**src/rtl/sipo_frame_ctrl_if.sv**
```systemverilog
`default_nettype none
// +----------------------------------------------------------------------+
// | Module : sipo_frame_ctrl_if                                          |
// | Brief  : Serial-in / parallel-out port bundle for sipo_frame_ctrl.   |
// |          parity_err exists only when SIPO_PARITY_EN is defined.      |
// | Rev    : 1.0 - initial release                                       |
// +----------------------------------------------------------------------+
interface sipo_frame_ctrl_if #(
  parameter int WIDTH = 8
);
  logic             sin;
  logic             sin_en;
  logic [WIDTH-1:0] out_data;
  logic             out_valid;
  logic             out_ready;
  logic             busy;
  logic             frame_err;
  logic             overrun;
`ifdef SIPO_PARITY_EN
  logic             parity_err;

  modport master (
    output sin, sin_en, out_ready,
    input  out_data, out_valid, busy, frame_err, overrun, parity_err
  );

  modport slave (
    input  sin, sin_en, out_ready,
    output out_data, out_valid, busy, frame_err, overrun, parity_err
  );
`else
  modport master (
    output sin, sin_en, out_ready,
    input  out_data, out_valid, busy, frame_err, overrun
  );

  modport slave (
    input  sin, sin_en, out_ready,
    output out_data, out_valid, busy, frame_err, overrun
  );
`endif
endinterface
`default_nettype wire

```
**src/rtl/sipo_frame_ctrl.sv**
```systemverilog
`default_nettype none
// +----------------------------------------------------------------------+
// | Module : sipo_frame_ctrl                                             |
// | Brief  : Framed serial receiver: start bit, WIDTH data bits (LSB     |
// |          first), optional even parity (SIPO_PARITY_EN), stop bit,    |
// |          one-deep valid/ready holding register.                      |
// | Rev    : 1.0 - initial release                                       |
// +----------------------------------------------------------------------+
module sipo_frame_ctrl #(
  parameter int WIDTH = 8
) (
  input wire              clk,
  input wire              rst,
  sipo_frame_ctrl_if.slave bus
);

  localparam int               CNT_W  = $clog2(WIDTH + 1);
  localparam logic [CNT_W-1:0] C_LAST = CNT_W'(WIDTH - 1);

  typedef enum logic [1:0] {
    ST_IDLE   = 2'd0,
    ST_SHIFT  = 2'd1,
    ST_PARITY = 2'd2,
    ST_STOP   = 2'd3
  } state_t;

  state_t           state_q, state_d;
  logic [CNT_W-1:0] cnt_q, cnt_d;
  logic [WIDTH-1:0] sipo_q, sipo_d;
  logic [WIDTH-1:0] out_data_q, out_data_d;
  logic             out_valid_q, out_valid_d;
  logic             busy_q, busy_d;
  logic             frame_err_q, frame_err_d;
  logic             overrun_q, overrun_d;
  logic             word_done;
  logic             accept;
`ifdef SIPO_PARITY_EN
  logic             perr_q, perr_d;
  logic             parity_err_q, parity_err_d;
`endif

  always_comb begin
    state_d     = state_q;
    cnt_d       = cnt_q;
    sipo_d      = sipo_q;
    out_data_d  = out_data_q;
    out_valid_d = out_valid_q;
    frame_err_d = 1'b0;
    overrun_d   = 1'b0;
    word_done   = 1'b0;
    accept      = out_valid_q && bus.out_ready;
`ifdef SIPO_PARITY_EN
    perr_d       = perr_q;
    parity_err_d = 1'b0;
`endif

    if (bus.sin_en) begin
      unique case (state_q)
        ST_IDLE: begin
          if (!bus.sin) begin
            cnt_d   = '0;
            state_d = ST_SHIFT;
`ifdef SIPO_PARITY_EN
            perr_d  = 1'b0;
`endif
          end
        end
        ST_SHIFT: begin
          sipo_d = {bus.sin, sipo_q[WIDTH-1:1]};
          cnt_d  = cnt_q + 1'b1;
          if (cnt_q == C_LAST) begin
`ifdef SIPO_PARITY_EN
            state_d = ST_PARITY;
`else
            state_d = ST_STOP;
`endif
          end
        end
`ifdef SIPO_PARITY_EN
        ST_PARITY: begin
          // Even parity: data bits plus parity bit must have an even count of ones.
          perr_d  = bus.sin ^ (^sipo_q);
          state_d = ST_STOP;
        end
`endif
        ST_STOP: begin
          state_d = ST_IDLE;
          if (!bus.sin) begin
            frame_err_d = 1'b1;
`ifdef SIPO_PARITY_EN
          end else if (perr_q) begin
            parity_err_d = 1'b1;
`endif
          end else begin
            word_done = 1'b1;
          end
        end
        default: state_d = ST_IDLE;
      endcase
    end

    // A simultaneous accept frees the holding register for the new word.
    if (word_done) begin
      if (!out_valid_q || accept) begin
        out_data_d  = sipo_q;
        out_valid_d = 1'b1;
      end else begin
        overrun_d = 1'b1;
      end
    end else if (accept) begin
      out_valid_d = 1'b0;
    end

    busy_d = (state_d != ST_IDLE);
  end

  always_ff @(posedge clk or posedge rst) begin
    if (rst) begin
      state_q      <= ST_IDLE;
      cnt_q        <= '0;
      sipo_q       <= '0;
      out_data_q   <= '0;
      out_valid_q  <= 1'b0;
      busy_q       <= 1'b0;
      frame_err_q  <= 1'b0;
      overrun_q    <= 1'b0;
`ifdef SIPO_PARITY_EN
      perr_q       <= 1'b0;
      parity_err_q <= 1'b0;
`endif
    end else begin
      state_q      <= state_d;
      cnt_q        <= cnt_d;
      sipo_q       <= sipo_d;
      out_data_q   <= out_data_d;
      out_valid_q  <= out_valid_d;
      busy_q       <= busy_d;
      frame_err_q  <= frame_err_d;
      overrun_q    <= overrun_d;
`ifdef SIPO_PARITY_EN
      perr_q       <= perr_d;
      parity_err_q <= parity_err_d;
`endif
    end
  end

  assign bus.out_data  = out_data_q;
  assign bus.out_valid = out_valid_q;
  assign bus.busy      = busy_q;
  assign bus.frame_err = frame_err_q;
  assign bus.overrun   = overrun_q;
`ifdef SIPO_PARITY_EN
  assign bus.parity_err = parity_err_q;
`endif

endmodule
`default_nettype wire

```
**src/flat_wrapper.sv**
```systemverilog
// flat-port wrapper written by rule: the top's interface ports become plain ports
module sipo_frame_ctrl_flat 
#(
  parameter int WIDTH = 8
)
  (clk, rst, bus_sin, bus_sin_en, bus_out_ready, bus_out_data, bus_out_valid, bus_busy, bus_frame_err, bus_overrun);
  sipo_frame_ctrl_if #(.WIDTH(WIDTH)) bus_i ();
  input wire clk;
  input wire rst;
  input wire logic [$bits(bus_i.sin)-1:0] bus_sin;
  input wire logic [$bits(bus_i.sin_en)-1:0] bus_sin_en;
  input wire logic [$bits(bus_i.out_ready)-1:0] bus_out_ready;
  output wire logic [$bits(bus_i.out_data)-1:0] bus_out_data;
  output wire logic [$bits(bus_i.out_valid)-1:0] bus_out_valid;
  output wire logic [$bits(bus_i.busy)-1:0] bus_busy;
  output wire logic [$bits(bus_i.frame_err)-1:0] bus_frame_err;
  output wire logic [$bits(bus_i.overrun)-1:0] bus_overrun;
  assign bus_i.sin = bus_sin;
  assign bus_i.sin_en = bus_sin_en;
  assign bus_i.out_ready = bus_out_ready;
  assign bus_out_data = bus_i.out_data;
  assign bus_out_valid = bus_i.out_valid;
  assign bus_busy = bus_i.busy;
  assign bus_frame_err = bus_i.frame_err;
  assign bus_overrun = bus_i.overrun;
  sipo_frame_ctrl #(.WIDTH(WIDTH)) u_core (.clk(clk), .rst(rst), .bus(bus_i));
endmodule
```
**config.mk**
```make
export PLATFORM = sky130hd
export DESIGN_NAME = sipo_frame_ctrl_flat
export DESIGN_NICKNAME = d
export VERILOG_FILES = /design/src/rtl/sipo_frame_ctrl_if.sv /design/src/rtl/sipo_frame_ctrl.sv /design/src/flat_wrapper.sv
export SDC_FILE = /design/constraint.sdc
export NUM_CORES = 1
export LEC_CHECK = 0
export ABC_AREA = 0
export BUFFER_PORTS_ARGS = -buffer_cell sky130_fd_sc_hd__buf_4
export CELL_PAD_IN_SITES_DETAIL_PLACEMENT = 1
export CELL_PAD_IN_SITES_GLOBAL_PLACEMENT = 2
export CORE_AREA = 8 8 60 62
export CTS_BUF_LIST = sky130_fd_sc_hd__clkbuf_8
export CTS_CLUSTER_SIZE = 28
export DETAILED_ROUTE_END_ITERATION = 6
export DIE_AREA = 0 0 68 70
export GPL_TIMING_DRIVEN = 0
export PLACE_DENSITY = 0.92
export SLEW_MARGIN = 20
export SYNTH_ARGS = -nofsm -noshare
export SYNTH_HDL_FRONTEND = slang
export SYNTH_SLANG_ARGS = --single-unit
```
**constraint.sdc**
```tcl
create_clock -name clk -period 2.2 [get_ports clk]
set_clock_uncertainty 0.2 [all_clocks]
set_input_delay 0.33 -clock clk [delete_from_list [all_inputs] [get_ports clk]]
set_output_delay 0.33 -clock clk [all_outputs]
set_load 0.02 [all_outputs]
```
==> results of run 1 <==
-- path summary, 6_finish.rpt --
kind                                   startpoint                endpoint  slack [ns]  depth (start not counted)
max                             u_core.state_q[0]  u_core.bus.out_data[6]        0.61                          4
min in group clk                       bus_sin_en       u_core.state_q[1]        0.10                          2
max reg2reg                     u_core.state_q[0]  u_core.bus.out_data[6]        0.61                          4
max in group asynchronous                     rst        u_core.sipo_q[3]        1.44                          2
min                                           rst         u_core.cnt_q[0]       -0.06                          2
min reg2reg                u_core.bus.out_data[5]  u_core.bus.out_data[5]        0.32                          1
-- layout by cell type (no fill, tap or decap), types with 3 or more instances in the layout --
cell type	count
dfrtp_1	26
buf_4	16
mux2_2	8
mux2_4	8
nand2b_1	4
inv_1	4
clkbuf_8	4
nand2_1	3
-- power by group --
group          internal, mW  switching [mW]  leakage [nW]
sequential            0.657           0.133         0.326
combinational         0.329           0.251         0.292
clock                 0.160           0.150        0.0288
-- state kept, by name, indices dropped and copies added, names as in the netlist --
| register | count |
|---|---|
| u_core.cnt_q | 4 |
| u_core.bus.overrun | 1 |
| u_core.sipo_q | 8 |
| u_core.bus.out_valid | 1 |
| u_core.state_q | 2 |
| u_core.bus.out_data | 8 |
| u_core.bus.busy | 1 |
| u_core.bus.frame_err | 1 |
-- final cells by class --
| class | instances | area, sq um |
|---|---|---|
| plain buffers | 2 | 22.5 |
| clock buffers | 4 | 55.1 |
| fillers | 284 | 1360 |
| inverters | 5 | 18.8 |
| multi-input cells | 43 | 399 |
| flip-flops and latches | 26 | 651 |
| well taps | 31 | 38.8 |
| repair buffers | 16 | 120 |
-- per-layer routing --
layer  vias to the layer above  part of all wire [%]  GRT usage [%]
met5                         -                     0              0
met4                         0                   2.1           4.78
met3                         5                   6.2           2.55
met2                        14                    48           15.6
met1                       323                    44           10.9
li1                        300                     -              -
-- through the flow --
step | cells | instance area [sq um] | utilization [%]
global route | 127 | 1310 | 49.0
detailed placement | 123 | 1250 | 46.9
floorplan | 76 | 1090 | -
global placement | 123 | 1250 | 46.9
finish | 127 | 1310 | 49.0
CTS | 127 | 1310 | 49.0
-- kinds of logic (layout without fill, tap and decap cells) --
family                     Yosys count  count (layout)  share of synthesized area (%)
buffers and inverters                7              27                           3.78
muxes                               16              16                           19.3
adders and majority gates            1               1                           1.15
and+or+nand+nor                     17              17                           9.52
AOI/OAI and AO/OA                    9               9                           6.65
DFF                                 26              26                           59.6
-- critical path, stage by stage, from the launching register on --
cell and delay, ns:
dfrtp_1 0.49, nand4_2 0.17, nor2b_2 0.15, buf_6 0.17
mux2_4 0.31
==> reports/metrics.yaml, run 1 <==
total_power_mw: 1.68
synth_edf_count: 0
yosys_warnings: 0
ys_ff_latch: 26
areaGrowthSynthToFinish_pct: 19.6
crit_path_start_kind: "register"
syn-num-nets: 82
tns_ns: 0
async_flop_share_pct: 100
cts_max_path_buffers: 2
viasPerCell: 5.06
status: "finished with violations"
syn_avg_cell_area_sq_um: 14.4
die_h_microns: 70
grt_pass1_vias: 769
detail-route-antenna-nets: 0
critPathCaptureType: "register"
yosysUniqueCellTypes: 23
syn_area_sq_um: 1090
postCtsSetupRepairBufs: 0
hpwl_microns: 1500
pre_cts_slack_ns: 0.615
grt_max_degree: 27
maxCapViolCount: 0
die_area_sq_um: 4760
root_buffer: "clkbuf_8"
dr.pass1.iters: 4
path_class: "register to register"
io_buffers: 16
wl_per_cell_microns: 16.2
p_leak_nw: 0.646
cts_sinks: 26
crit_required_ns: 2.16
power.density_nw_per_um2: 1290
final_nets: 103
slew_viol_final: 0
antenna_found_initial: 0
max_freq_mhz: 628
synth_commonest_cells: "dfrtp_1, mux2_2, mux2_4, inv_1, nand2b_1"
fin_crit_sh_pct: 72.3
ioPinCount: 17
period_minus_slack_ns: 1.59
track_usage_pct: 9.52
finalWorstSetupSlack_ns: 0.609
synth_area_leaders: "dfrtp_1, mux2_4, mux2_2"
min_path_type: "primary input to asynchronous set/reset pin"
whs_ns: -0.0559
synth_seq_area_share_pct: 59.6
grt_pass1_wl_microns: 3530
vias: 642
cts_tree: "done"
diodes: 0
violations: "negative hold slack"
numCtsBuffers: 3
drc: 0
initial_utilization_pct: 41.0
cts_resized: 0
core_sq_um: 2660
cp.arrival_ns: 1.55
die_x_microns: 68
slew-limit-headroom_pct: 38.8
ys.flop_type: "dfrtp_1"
netlist_instances: 76
wl_microns: 2060
drive_above_1_share_pct: 43.8
synth_area_leader_cell: "dfrtp_1"
drtIter0Drc: 14
hold_viol_final: 26
rsz0062_at_grt: "no"
insertion_delay_ns: 0.27
worstMarginPinSlew_ns: 0.912
vdd_drop_max_v: 0.000582
synth_most_common_cell: "dfrtp_1"
cts_max_level: 1
clk_pin_slew_worst_paths_ns: 0.09
path_max_fanout: 8
postCtsHoldBufs: 0
synth_top_area_share_pct: 59.6
grt-ovfl-total: 0
rows: 19
gp_congestion: 0.653
setup_violations: 0
No activity file was read; power rests on OpenSTA's default activity.
==> run 2, diff against run 1 <==
- CORE_AREA: 8 8 60 62 -> 8 8 65 67
- DIE_AREA: 0 0 68 70 -> 0 0 73 75
- PLACE_DENSITY: 0.92 -> 0.83
- clock period: 2.2 -> 1.4 ns (I/O delays scaled with it)
==> run 2 against run 1 <==
Against the previous run:
- the flow finishes with violations (negative hold slack, negative setup slack)
- worst setup slack got worse by 0.63 ns
- sequential power is 57% higher
- cell count is 18% higher
- combinational power rose by 70%
- power up 68%
- largest cell class unchanged
- critical path depth unchanged
- highest routed layer is now met3
- register-to-register slack got worse by 0.63 ns
- worst hold slack better by 0.0099 ns
==> reports/metrics.yaml, run 2 (same netlist as run 1, synthesis figures left out) <==
status: "finished with violations"
violations: "negative hold slack, negative setup slack"
r2r_setup_slack_ns: -0.02  # -0.63 ns
rows: 21  # +2
vdd_drop_max_v: 0.000736  # +26%
initial_utilization_pct: 33.8  # -7.2 points
reg2reg_to: "u_core.bus.out_data[2]"
fin_util_pct: 44.7  # -4.3 points
drc: 0  # unchanged
path_max_fanout: 8  # unchanged
setup_violations: 12  # +12
fillCellCount: 345  # +21%
final_nets: 111  # +7.8%
track_usage_pct: 7.79  # -1.7 points
path_class: "register to register"
grt_pass1_vias: 753  # -2.1%
slew-limit-headroom_pct: 37.7  # -1.1 points
grt_pass1_wl_microns: 3390  # -3.9%
ioPinCount: 17  # unchanged
cts_tree: "done"
core_sq_um: 3230  # +21%
root_buffer: "clkbuf_8"
crit_required_ns: 1.36  # -0.80 ns
dr.pass1.iters: 2  # -2
die_x_microns: 73  # +7.4%
slew_viol_final: 0  # unchanged
drive_above_1_share_pct: 53.8  # +10 points
detail-route-antenna-nets: 0  # unchanged
p_leak_nw: 0.694  # +7.5%
finalWorstSetupSlack_ns: -0.0189  # -0.628 ns
areaGrowthSynthToFinish_pct: 32.3
cp.arrival_ns: 1.37  # -0.18 ns
hold_viol_final: 26  # unchanged
diodes: 0  # unchanged
wl_microns: 1900  # -7.9%
min_path_type: "primary input to asynchronous set/reset pin"
whs_ns: -0.0460  # +0.00991 ns
grt_max_degree: 27  # unchanged
vias: 675  # +5.1%
numCtsBuffers: 3  # unchanged
rr_worst_depth: 4  # unchanged
register_area_sq_um: 654  # +0.58%
cts_max_path_buffers: 2  # unchanged
period_minus_slack_ns: 1.42  # -0.172 ns
antenna_found_initial: 0  # unchanged
crit_path_start_kind: "register"
viasPerCell: 4.50  # -11%
power.density_nw_per_um2: 1960  # +52%
wl_per_cell_microns: 12.7  # -22%
cts_sinks: 26  # unchanged
hpwl_microns: 1380  # -8.0%
gp_congestion: 0.672  # +2.9%
total_power_mw: 2.83  # +68%
cts_max_level: 1  # unchanged
maxCapViolCount: 0  # unchanged
clk_pin_slew_worst_paths_ns: 0.09  # about the same
postCtsHoldBufs: 1  # +1
die_area_sq_um: 5480  # +15%
fin_crit_sh_pct: 101  # +29 points
die_h_microns: 75  # +7.1%
max_freq_mhz: 705  # +12%
worstMarginPinSlew_ns: 0.934  # +0.0216 ns
multi_input_area_sq_um: 433  # +8.5%
reg2reg_from: "u_core.state_q[1]"
insertion_delay_ns: 0.26  # about the same
pre_cts_slack_ns: -0.168  # -0.783 ns
io_buffers: 16  # unchanged
drtIter0Drc: 22  # +8
final_cell_mix: "buf_4, dfrtp_1, mux2_2, mux2_4, inv_1"
grt-ovfl-total: 0  # unchanged
critPathCaptureType: "register"
rsz0062_at_grt: "yes"
tns_ns: -0.171  # -0.171 ns
[run 2: cell types whose count changed in the layout (fill, tap and decap cells not counted), sizes merged]
cell,delta
buf,+7
bufinv,+1
clkbuf,-1
clkinv,-1
dlygate4sd3,+1
inv,+1
[run 2: cell type report]
cell class,count,share of cell area [%]
sequential,26,45.3
multi-input combinational,43,30.0
timing repair buffer,24,12.7
tap,46,3.99
clock buffer,3,2.86
clock inverter,1,2.08
buffer,2,1.82
inverter,5,1.30
[run 2: where the power goes]
group	internal [mW]	switching (mW)
logic	0.582	0.405
registers	1.03	0.201
clock network	0.382	0.220
[run 2: through the flow]
step / std cells / area, sq um
2_1_floorplan: 76 / 1100
3_3_place_gp: 138 / 1270
3_5_place_dp: 138 / 1270
4_1_cts: 146 / 1390
5_1_grt: 150 / 1440
6_report: 150 / 1440
[run 2: worst max-delay path, cell delays in order, from the launching register on]
cell     delay [ns]
dfrtp_2        0.41
nand4_4        0.12
nor2b_4        0.13
buf_8          0.15
mux2_4         0.30
[run 2: how the worst max path moves through the flow]
stage,to,slack (ns),start
final,u_core.bus.out_data[2],-0.02,u_core.state_q[1]
after global routing,u_core.bus.out_data[4],-0.07,u_core.state_q[1]
after CTS,u_core.cnt_q[3],-0.06,u_core.state_q[1]
after detailed placement,u_core.bus.out_data[1],-0.17,u_core.state_q[0]
after global placement,u_core.bus.out_data[6],-0.14,u_core.state_q[0]
after floorplan,u_core.bus.out_data[0],-0.05,u_core.bus.out_valid
[run 2: per-layer routing]
metal,vias to the layer above,global-route usage (%),routed length (microns)
li1,322,-,-
met2,13,14.0,953
met3,0,3.33,91
met4,0,0,0
met1,340,8.89,854
met5,-,0,0
[run 2: timing repair]
action	4_1_cts	5_1_grt
endpoints found under the hold margin	27	1
setup endpoints to repair	17	20
resized for setup	3	5
pin swaps	1	5
setup buffers	3	4
==> run 3, diff against run 2 <==
- ABC_AREA: 0 -> 1
- CORE_AREA: 8 8 65 67 -> 8 8 68 70
- DIE_AREA: 0 0 73 75 -> 0 0 76 78
- PLACE_DENSITY: 0.83 -> 0.84
==> run 3 against run 2 <==
Against the previous run:
- via count up 25%
- sequential power is 25% lower
- power is 34% lower
- critical endpoint is now u_core.bus.out_data[1]
- area after synthesis up 0.80%
- flip-flop and latch count unchanged
- worst setup slack better by 0.075 ns
- non-clock buffer count rose by 1
- wire length up 25%
- design area shrank 0.61%
- synthesized cell count rose by 49%
- register-to-register slack gained 0.08 ns
- the run now ends clean
- cell count increased by 27%
==> reports/metrics.yaml, run 3 <==
numCtsBuffers: 3  # unchanged
status: "complete, no violations"
instances_no_fill: 190  # +27%
drive_above_1_share_pct: 31.7  # -22 points
worstMarginPinSlew_ns: 0.939  # +0.00560 ns
hold_viol_final: 0  # -100%
place_area_sq_um: 1280  # +0.39%
synth_most_common_cell: "nand2_1"
fin_util_pct: 40.4  # -4.3 points
synth_seq_area_share_pct: 59.2  # -0.47 points
diodes: 0  # unchanged
synth_top_area_share_pct: 59.2  # -0.47 points
final_design_area_no_fill_sq_um: 1440  # -0.61%
synth_commonest_cells: "nand2_1, dfrtp_1, inv_1, o21ai_0, o21ai_2"
p_leak_nw: 0.730  # +5.1%
slowest_stage: "dfrtp_1"
cts_max_path_buffers: 2  # unchanged
clk_pin_slew_worst_paths_ns: 0.09  # about the same
vdd_drop_max_v: 0.000695  # -5.5%
crit_required_ns: 1.37  # about the same
whs_ns: 0.0588  # +0.105 ns
crit_buf_inv: 1  # unchanged
path_class: "register to register"
insertion_delay_ns: 0.27  # about the same
period_minus_slack_ns: 1.34  # -0.0751 ns
antenna_found_initial: 0  # unchanged
crit_chain: "nand3_2 -> nor2_4 -> nand2_4 -> buf_6 -> nand2_2 -> o21ai_2"
initial_utilization_pct: 31.0  # -2.8 points
die_area_sq_um: 5930  # +8.3%
syn-num-nets: 119  # +45%
path_delay_family: "simple AND/OR/NAND/NOR gates"
synth_area_leaders: "dfrtp_1, nand2_1, inv_1"
power.density_nw_per_um2: 1290  # -34%
r2r_setup_slack_ns: 0.06  # +0.08 ns
syn_area_sq_um: 1100  # +0.80%
core_sq_um: 3550  # +9.9%
pwr-share-comb_pct: 16.1  # -19 points
drtIter0Drc: 45  # +100%
pre_cts_slack_ns: -0.0223  # +0.146 ns
rows: 22  # +4.8%
detail-route-antenna-nets: 0  # unchanged
synth_edf_count: 0  # unchanged
slew_viol_final: 0  # unchanged
ys_ff_latch: 26  # unchanged
crit_cells: 6  # +2
track_usage_pct: 8.24  # +0.45 points
netlist_instances: 113  # +49%
ys.flop_type: "dfrtp_1"
startpoint: "u_core.state_q[1]"
final_cell_mix: "nand2_1, dfrtp_1, buf_4, inv_1, o21ai_0"
crit_path_start_kind: "register"
cts_max_level: 1  # unchanged
die_h_microns: 78  # +4.0%
grt_pass1_wl_microns: 4070  # +20%
yosys_warnings: 0  # unchanged
tns_ns: 0  # +0.171 ns
clkPwrFrac_pct: 33.6  # +12 points
max_freq_mhz: 744  # +5.6%
path_max_fanout: 10  # +2
dr.pass1.iters: 4  # +2
max_stage_delay_ns: 0.41  # about the same
hpwl_microns: 1800  # +30%
rr_worst_depth: 6  # +2
viasPerCell: 4.46  # -0.94%
fillCellCount: 407  # +18%
grt_pass1_vias: 863  # +15%
io_buffers: 16  # unchanged
root_buffer: "clkbuf_8"
reg2reg_to: "u_core.bus.out_data[1]"
cts_sinks: 26  # unchanged
vias: 847  # +25%
maxCapViolCount: 0  # unchanged
reg2reg_from: "u_core.state_q[1]"
critPathCaptureType: "register"
netSwitchingFraction_pct: 26.9  # -2.4 points
drc: 0  # unchanged
cp.arrival_ns: 1.32  # -0.05 ns
grt_max_degree: 27  # unchanged
yosysUniqueCellTypes: 17  # -26%
layout_commonest_cell: "nand2_1"
die_x_microns: 76  # +4.1%
async_flop_share_pct: 100  # unchanged
intPower_mw: 1.35  # -32%
areaGrowthSynthToFinish_pct: 30.5
grt-ovfl-total: 0  # unchanged
gp_congestion: 0.750  # +12%
cts_tree: "done"
final_nets: 149  # +34%
endpoint: "u_core.bus.out_data[1]"
setup_violations: 0  # -12
power.switching_mw: 0.497  # -40%
finalWorstSetupSlack_ns: 0.0562  # +0.0751 ns
power_frac_seq_pct: 50.3  # +6.6 points
min_path_type: "primary input to register"
synth_area_leader_cell: "dfrtp_1"
slew-limit-headroom_pct: 37.0  # -0.69 points
total_power_mw: 1.85  # -34%
wl_microns: 2380  # +25%
fin_crit_sh_pct: 96.0  # -5.4 points
wl_per_cell_microns: 12.5  # -1.1%
ioPinCount: 17  # unchanged
place_inst: 177  # +28%
syn_avg_cell_area_sq_um: 9.73  # -32%
==> run 3: changes by cell type after synthesis, moves of 3 or more <==
| cell | delta |
|---|---|
| mux2_4 | -8 |
| nand2_1 | +25 |
| nand2b_1 | -4 |
| nand4_1 | +3 |
| nand3_1 | +4 |
| mux2_2 | -8 |
| inv_1 | +13 |
| nor2_1 | +3 |
| o21ai_2 | +7 |
| o21ai_0 | +8 |
==> run 3: final cells by class <==
class | count | area [sq um] | area share [%]
buffer | 2 | 22.5 | 1.57
clock buffer | 3 | 41.3 | 2.88
clock inverter | 1 | 30.0 | 2.09
inverter | 18 | 67.6 | 4.71
multi-input combinational | 67 | 370 | 25.8
sequential | 26 | 651 | 45.3
tap | 48 | 60.1 | 4.18
timing repair buffer | 25 | 193 | 13.4
==> run 3: worst min path at each step <==
stage / cells past startpoint / end / slack [ns] / from
final: 4 / u_core.state_q[0] / 0.06 / bus_sin_en
after global routing: 4 / u_core.state_q[0] / 0.09 / bus_sin_en
after CTS: 2 / u_core.bus.frame_err / 0.002 / rst
after detailed placement: 2 / u_core.bus.frame_err / 0.19 / bus_sin
after global placement: 2 / u_core.bus.frame_err / 0.19 / bus_sin
after floorplan: 1 / u_core.bus.busy / 0.05 / rst
==> run 3: cell families after synthesis <==
logic type      count (synthesis)  share of synthesized area (%)
flops                          26                           59.2
compound gates                 17                           10.1
fa+ha+maj                       1                           1.14
buf+inv                        20                           7.85
simple gates                   48                           20.9
xor+xnor                        1                          0.797
==> run 3: routing by layer <==
| layer | vias up | global-route usage [%] | part of all wire, % |
|---|---|---|---|
| li1 | 408 | - | - |
| met1 | 417 | 9.73 | 43 |
| met2 | 15 | 13.9 | 52 |
| met3 | 7 | 2.76 | 3.5 |
| met4 | 0 | 2.35 | 1.4 |
| met5 | - | 0 | 0 |
==> run 3: power groups by stage <==
stage	registers (mW)	logic (mW)	clock network, mW
after global placement	0.938	0.258	0
after detailed placement	0.946	0.275	0
after global routing	0.948	0.343	0.674
final	0.931	0.298	0.622
after floorplan	0.942	0.176	0
after CTS	0.932	0.283	0.641
==> run 3: worst reg2reg max path, stage by stage (launching register included) <==
cell and delay (ns):
dfrtp_1 0.41, nand3_2 0.12, nor2_4 0.16, nand2_4 0.09, buf_6 0.16, nand2_2 0.06, o21ai_2 0.04
==> run 3: repair_timing <==
| item | CTS | global route |
|---|---|---|
| pin swaps | 0 | 4 |
| setup endpoints to repair | 4 | 20 |
| gates resized for setup | 2 | 2 |
| endpoints found under the hold margin | 2 | 26 |
| setup buffers | 0 | 7 |
| hold buffers | 1 | 1 |
